$ cat src/rtl/serial_parity_nb.sv
// Bit-serial parity generator: loads a word, counts its ones one bit per enabled tick,
// stops as soon as the remaining bits are all zero, and reports the count and the parity bit.
module serial_parity_nb #(
    parameter int N  = 16,
    parameter int CW = 5
) (
    input  logic          clk,
    input  logic          clr,
    input  logic          en,
    input  logic          start,
    input  logic [N-1:0]  din,
    input  logic          odd_sel,
    output logic          busy,
    output logic          done,
    output logic [CW-1:0] count,
    output logic          par
);

    typedef enum logic [1:0] {
        IDLE  = 2'd0,
        SHIFT = 2'd1,
        DONE  = 2'd2
    } state_t;

    state_t        state_reg, state_next;
    logic [N-1:0]  sreg_reg, sreg_next;
    logic [CW-1:0] count_reg, count_next;
    logic          mode_reg, mode_next;
    logic          par_reg, par_next;

    // Logical right shift by one with zero fill into the top bit.
    logic [N-1:0]  sreg_shr;

    generate
        for (genvar gi = 0; gi < N; gi++) begin : g_shr
            if (gi == N - 1) begin : g_top
                assign sreg_shr[gi] = 1'b0;
            end else begin : g_body
                assign sreg_shr[gi] = sreg_reg[gi+1];
            end
        end
    endgenerate

    always_ff @(posedge clk) begin
        if (clr) begin
            state_reg <= IDLE;
            sreg_reg  <= '0;
            count_reg <= '0;
            mode_reg  <= 1'b0;
            par_reg   <= 1'b0;
        end else begin
            state_reg <= state_next;
            sreg_reg  <= sreg_next;
            count_reg <= count_next;
            mode_reg  <= mode_next;
            par_reg   <= par_next;
        end
    end

    always_comb begin
        state_next = state_reg;
        sreg_next  = sreg_reg;
        count_next = count_reg;
        mode_next  = mode_reg;
        par_next   = par_reg;
        case (state_reg)
            IDLE, DONE: begin
                if (start) begin
                    state_next = SHIFT;
                    sreg_next  = din;
                    mode_next  = odd_sel;
                    count_next = '0;
                    par_next   = 1'b0;
                end
            end
            SHIFT: begin
                // An all-zero remainder ends the scan early; no more ones can follow.
                if (en) begin
                    if (sreg_reg != '0) begin
                        count_next = count_reg + CW'(sreg_reg[0]);
                        sreg_next  = sreg_shr;
                    end else begin
                        state_next = DONE;
                        par_next   = count_reg[0] ^ mode_reg;
                    end
                end
            end
            default: begin
                state_next = IDLE;
            end
        endcase
    end

    assign busy  = (state_reg == SHIFT);
    assign done  = (state_reg == DONE);
    assign count = count_reg;
    assign par   = par_reg;

endmodule

$ cat config.mk
export PLATFORM = sky130hd
export DESIGN_NAME = serial_parity_nb
export DESIGN_NICKNAME = d
export VERILOG_FILES = /design/src/rtl/serial_parity_nb.sv
export SDC_FILE = /design/constraint.sdc
export NUM_CORES = 1
export LEC_CHECK = 0
export CAP_MARGIN = 25
export CORE_MARGIN = 2
export CORE_UTILIZATION = 50
export DETAILED_ROUTE_END_ITERATION = 10
export GPL_ROUTABILITY_DRIVEN = 0
export PLACE_DENSITY = 0.79
export REMOVE_ABC_BUFFERS = 1
export SLEW_MARGIN = 10
export SYNTH_ARGS = -nofsm -noshare
export SYNTH_HDL_FRONTEND = slang
export SYNTH_SLANG_ARGS = --single-unit
export TNS_END_PERCENT = 10
$ cat constraint.sdc
create_clock -name clk -period 2 [get_ports clk]
set_input_delay 0.6 -clock clk [delete_from_list [all_inputs] [get_ports clk]]
set_output_delay 0.6 -clock clk [all_outputs]
set_load 0.01 [all_outputs]
==> summary.md, run 1 <==
| Metric | Value |
|---|---|
| Critical path fanouts, max | 6 |
| Post-synth EDFFs | 0 |
| Die area | 3130 um2 |
| CORE AREA | 2520 um2 |
| Peak supply drop | 0.613 mV |
| DP Wirelength | 2.22 mm |
| Most common library cells after synthesis | dfxtp_1 (25), nor2_1 (20), mux2i_1 (17), nand2_1 (11), a221oi_2 (10) |
| Most common cell in the synthesized netlist | dfxtp_1 |
| Synth Cell Area | 1350 um2 |
| Nets@finish | 186 |
| Distinct cells, synth | 34 |
| Synth top area share | 0.371 |
| #FFs+latches synth | 25 |
| Area Growth Syn to Fin | 25.2% |
| Slowest CP cell | clkdlybuf4s50_1 |
| Clk slew on worst S/H paths | 0.14 ns |
| Post-Route Skew | 0.0105 ns |
| Vias in the first global route | 1136 |
| Max clock buf depth | 2 |
| Register area share after synthesis | 0.371 |
| Worst Slack Setup Final | 0.0834 ns |
| Slew @ Worst Pin | 0.355 ns |
| Critical path's largest stage delay | 0.56 ns |
| Ratio of cells with drive above 1 in the final layout | 0.185 |
| Multi-input logic area | 781 um2 |
| Antenna Cells | 0 |
| Clock Latency Late Sink | 0.32 ns |
| Die Y | 55.9 um |
| Tcrit/Tclk final | 0.958 |
| Fin area | 1690 um2 |
| Final hold violations | 0 |
| Yosys warning total | 0 |
| Root Buffer | clkbuf_4 |
| Io pins | 29 |
| Critical path cell sequence | clkdlybuf4s50_1 |
| Post-synth top area cell | dfxtp_1 |
| Min-delay worst type | reg2reg |
| Leakage | 0.678 nW |
| Top cells by area, synth | dfxtp_1 (37%), mux2i_1 (13%), a221oi_2 (11%) |
| Total CTS buffers | 3 |
| Vias per cell | 6.13 |
| Row count | 18 |
| Number of fill cells | 225 |
| CTS H-tree depth | 1 |
| CP endpoint kind | primary output |
| Critical path's top delay family | buffers and inverters |
| Final min period | 1.92 ns |
| FF+latch area | 502 um2 |
| ANT nets after route | 0 |
| Clock Sinks | 25 |
| Most used flip-flop cell after synthesis | dfxtp_1 |
| CP Class | reg2out |
| Slew headroom | 0.762 |
| Crit path buffers/inverters | 1 |
| Post-Route WL | 3.04 mm |
| PD cells | 705 nW/um2 |
| Largest net degree at the start of global routing | 19 |
| Startpoint Class | flop |
| Max FFs per register | 16 |
| Routed WL per cell | 15.8 um |
| Initial detailed-routing violation count | 24 |
| Async SR Flop Fraction | 0 |
| Fmax achieved | 0.522 GHz |
| CP arrival | 1.32 ns |
| Detailed Routing Iterations Pass 1 | 4 |
| Total gr overflow | 0 |
| IO Port Bufs | 28 |
| Critical Path RT | 1.40 ns |
| Avg Cell Area, Syn | 10.2 um2 |
| Synth Instances | 132 |
| Initial Util | 0.535 |
| Via Count | 1176 |
| TritonCTS clock tree | done |
| Total GRT Usage | 0.196 |
| Maxcap violations | 0 |
| Setup-failing EPs final | 0 |
| Max Slew Vio Count | 0 |
| Worst slack, placed | -0.151 ns |
| First-pass GRT wire length | 5.00 mm |
| Outcome | complete, no violations |
| Cell Area, Placed | 1660 um2 |
| Initial antenna violation count | 0 |
| DRC violations left | 0 |
| RSZ-0062 raised after global routing | no |
| Die W | 55.9 um |
-- per-stage QoR --
stage / cells / setup TNS (ns) / util / hold WS, ns / total power (W)
2_1_floorplan: 124 / 0 / - / 0.443 / 0.000836
3_3_place_gp: 188 / -0.532 / 0.660 / 0.450 / 0.000956
3_5_place_dp: 188 / -1.43 / 0.660 / 0.474 / 0.000970
4_1_cts: 192 / 0 / 0.670 / 0.493 / 0.00119
5_1_grt: 192 / 0 / 0.670 / 0.528 / 0.00125
6_report: 192 / 0 / 0.670 / 0.488 / 0.00119
-- repair_timing --
action | CTS | global route
hold buffers | 0 | 0
endpoints found under the setup margin | 2 | 0
setup buffers | 0 | 0
gates resized for setup | 3 | 0
-- layout by cell type (no fill, tap or decap), drive strengths merged, types with 3 or more instances in the layout --
cell | Yosys | final
a21oi | 4 | 4
dfxtp | 25 | 25
nor2 | 20 | 20
o31ai | 3 | 3
buf | 7 | 6
mux2i | 17 | 17
clkdlybuf4s50 | 0 | 26
nand2 | 12 | 12
a221oi | 15 | 15
clkbuf | 1 | 4
nor4 | 4 | 4
-- routing by layer --
layer  up-vias  global-route usage  part of all wire
met5         -                   0                 0
met4         0              0.0408            0.0089
met3         4              0.0419             0.040
met2        31               0.362              0.50
met1       576               0.232              0.45
li1        565                   -                 -
-- kinds of logic (layout without fill, tap and decap cells) --
logic type      after synthesis  after routing  synth area share
mux                          17             17             0.126
xor+xnor                      1              1           0.00649
flops                        25             25             0.371
compound gates               30             30             0.229
fa+ha+maj                     2              2            0.0185
buf+inv                      10             40            0.0501
simple gates                 47             47             0.199
-- power breakdown --
part	switching (W)	leakage [nW]	total, W	internal (W)
clock	0.000154	0.0150	0.000232	0.0000780
combinational	0.000182	0.457	0.000360	0.000178
sequential	0.0000519	0.206	0.000600	0.000548
total	0.000387	0.678	0.00119	0.000804
-- final timing paths --
path,from,endpoint,slack (ns),cells after the start
hold reg to reg,count[4]$_SDFFE_PP0P_,count[4]$_SDFFE_PP0P_,0.49,1
setup reg to reg,sreg_reg[15]$_SDFFE_PP0P_,count[1]$_SDFFE_PP0P_,0.22,4
setup / recovery,count[2]$_SDFFE_PP0P_,count[2],0.08,1
hold / removal,count[4]$_SDFFE_PP0P_,count[4]$_SDFFE_PP0P_,0.49,1
-- area by class of cell --
class                   instances  share of cell area
repair buffers                 34               0.199
inverters                       2             0.00444
flip-flops and latches         25               0.297
well taps                      30              0.0222
multi-input cells              97               0.462
clock buffers                   4              0.0156
No activity file was read; power rests on OpenSTA's default activity.
==> inputs of run 2 (changes only) <==
--- a/config.mk
+++ b/config.mk
@@ -7,10 +7,10 @@
 export LEC_CHECK = 0
 export CAP_MARGIN = 25
 export CORE_MARGIN = 2
-export CORE_UTILIZATION = 50
+export CORE_UTILIZATION = 45
 export DETAILED_ROUTE_END_ITERATION = 10
 export GPL_ROUTABILITY_DRIVEN = 0
-export PLACE_DENSITY = 0.79
+export PLACE_DENSITY = 0.72
 export REMOVE_ABC_BUFFERS = 1
 export SLEW_MARGIN = 10
 export SYNTH_ARGS = -nofsm -noshare
==> run 2 against run 1 <==
The run now ends with DRC left. First-iteration DRC count rose by 130%. Via count fell by 4.1%. Die area rose by 10%. Non-clock buffer count rose by 1.
==> summary.md, run 2 (synthesis gave the netlist of run 1 again) <==
| Metric | Value |
|---|---|
| Startpoint Class | flop (unchanged) |
| Critical Path RT | 1.40 ns (about the same) |
| R2r worst-path depth | 4 (unchanged) |
| Hold Path Stages | 1 (unchanged) |
| Total GRT Usage | 0.185 (was 0.196) |
| Tcrit/Tclk final | 0.965 (was 0.958) |
| Maxcap violations | 0 (unchanged) |
| CTS H-tree depth | 1 (unchanged) |
| Fin area | 1700 um2 (was 1690 um2) |
| Violated checks | DRC |
| CP Class | reg2out (unchanged) |
| Vias in the first global route | 1132 (was 1136) |
| Critical path cell sequence | clkdlybuf4s50_1 (unchanged) |
| Leakage | 0.685 nW (was 0.678 nW) |
| Setup-failing EPs final | 0 (unchanged) |
| Critical path's largest stage delay | 0.57 ns (was 0.56 ns) |
| Max clock buf depth | 2 (unchanged) |
| CORE AREA | 2810 um2 (was 2520 um2) |
| Met2 routed WL | 1.33 mm (was 1.53 mm) |
| Fmax achieved | 0.518 GHz (was 0.522 GHz) |
| Metal-1 WL | 1.37 mm (about the same) |
| Worst r2r src | sreg_reg[11]$_SDFFE_PP0P_ (was sreg_reg[15]$_SDFFE_PP0P_) |
| Most frequent cells in the layout | clkdlybuf4s50_1 (26), dfxtp_1 (24), nor2_1 (20) (unchanged) |
| DRC violations left | 2 (was 0) |
| Antenna Cells | 0 (unchanged) |
| CP endpoint kind | primary output (unchanged) |
| Ratio of cells with drive above 1 in the final layout | 0.196 (was 0.185) |
| Total CTS buffers | 3 (unchanged) |
| Slowest CP cell | clkdlybuf4s50_1 (unchanged) |
| Min-delay worst type | reg2reg (unchanged) |
| Row count | 19 (was 18) |
| Slew headroom | 0.769 (was 0.762) |
| Vias per cell | 5.81 (was 6.13) |
| Reg2reg setup slack | 0.30 ns (was 0.22 ns) |
| Die Y | 58.7 um (was 55.9 um) |
| RSZ-0062 raised after global routing | no (unchanged) |
| CP arrival | 1.33 ns (was 1.32 ns) |
| TritonCTS clock tree | done (unchanged) |
| Routed wl met3 | 122 um (was 123 um) |
| Peak supply drop | 0.518 mV (was 0.613 mV) |
| Final min period | 1.93 ns (was 1.92 ns) |
| ANT nets after route | 0 (unchanged) |
| Via Count | 1128 (was 1176) |
| Initial detailed-routing violation count | 54 (was 24) |
| Max FFs per register | 16 (unchanged) |
| Nets@finish | 187 (was 186) |
| Min-delay src | count[4]$_SDFFE_PP0P_ (unchanged) |
| Largest net degree at the start of global routing | 19 (unchanged) |
| Most common cell after layout, fill and taps aside | clkdlybuf4s50_1 (unchanged) |
| Routed WL per cell | 14.8 um (was 15.8 um) |
| Root Buffer | clkbuf_4 (unchanged) |
| Initial antenna violation count | 0 (unchanged) |
| Tightest hold margin | 0.486 ns (was 0.488 ns) |
| DP Wirelength | 2.13 mm (was 2.22 mm) |
| Total gr overflow | 0 (unchanged) |
| IO Port Bufs | 28 (unchanged) |
| Area Growth Syn to Fin | 26.0% (was 25.2%) |
| Critical path's top delay family | buffers and inverters (unchanged) |
| Max Used Layer | met4 (unchanged) |
| Crit path buffers/inverters | 1 (unchanged) |
| Io pins | 29 (unchanged) |
| Detailed Routing Iterations Pass 1 | 7 (was 4) |
| Die W | 58.7 um (was 55.9 um) |
| Die area | 3450 um2 (was 3130 um2) |
| Post-Route WL | 2.87 mm (was 3.04 mm) |
| Outcome | finished with violations (was complete, no violations) |
| Post-Route Skew | 0.00947 ns (was 0.0105 ns) |
| Hold Path End | count[4]$_SDFFE_PP0P_ (unchanged) |
| Cell Area, Placed | 1670 um2 (was 1660 um2) |
| Clock Sinks | 25 (unchanged) |
| Final hold violations | 0 (unchanged) |
| Max Slew Vio Count | 0 (unchanged) |
| Hold buffer count at cts | 0 (unchanged) |
| Clock Latency Late Sink | 0.32 ns (about the same) |
| Initial Util | 0.481 (was 0.535) |
| First-pass GRT wire length | 5.00 mm (about the same) |
| PD cells | 699 nW/um2 (was 705 nW/um2) |
| Worst R2R End | count[1]$_SDFFE_PP0P_ (unchanged) |
| Power Total | 0.00119 W (about the same) |
| Clk slew on worst S/H paths | 0.14 ns (about the same) |
| Slew @ Worst Pin | 0.342 ns (was 0.355 ns) |
| Critical path fanouts, max | 4 (was 6) |
[run 2: cell count changes in the layout (fill, tap and decap cells not counted), sizes merged]
| cell | before | now |
|---|---|---|
| clkbuf | 4 | 3 |
| buf | 6 | 7 |
| clkinv | 0 | 1 |
[run 2: per-stage QoR]
stage                     TNS [ns]  instances  worst slack [ns]   util
final                            0        194            0.0693  0.606
after global routing             0        194            0.0151  0.606
after CTS                        0        194            0.0599  0.606
after detailed placement     -2.24        190            -0.201  0.596
after global placement      -0.783        190           -0.0745  0.596
after floorplan                  0        124             0.127      -
[run 2: final cells by class]
type	count	area (um2)
fillers	256	1110
well taps	31	38.8
repair buffers	35	343
clock inverters	1	5.00
inverters	2	7.51
multi-input cells	97	781
flip-flops and latches	25	502
clock buffers	3	22.5
[run 2: worst max path at each step]
stage / startpoint / endpoint / slack [ns] / depth (start not counted)
after floorplan: start / count[4]$_SDFFE_PP0P_ / 0.13 / 4
after global placement: start / sreg_reg[2]$_SDFFE_PP0P_ / -0.07 / 5
after detailed placement: start / sreg_reg[4]$_SDFFE_PP0P_ / -0.20 / 5
after CTS: count[0]$_SDFFE_PP0P_ / count[0] / 0.06 / 1
after global routing: count[3]$_SDFFE_PP0P_ / count[3] / 0.02 / 1
final: count[0]$_SDFFE_PP0P_ / count[0] / 0.07 / 1
[run 2: repair_timing]
| action | in CTS | in global routing |
|---|---|---|
| setup endpoints to repair | 2 | 0 |
| gates resized for setup | 3 | 0 |
| buffers inserted | 0 | 0 |
[run 2: per-layer routing]
| layer | track usage | up-vias |
|---|---|---|
| li1 | - | 567 |
| met1 | 0.252 | 522 |
| met2 | 0.300 | 31 |
| met3 | 0.0198 | 8 |
| met4 | 0.0747 | 0 |
| met5 | 0 | - |
[run 2: power by group]
part | switching (W) | internal [W]
registers | 0.0000497 | 0.000548
clock network | 0.000155 | 0.0000749
logic | 0.000179 | 0.000181
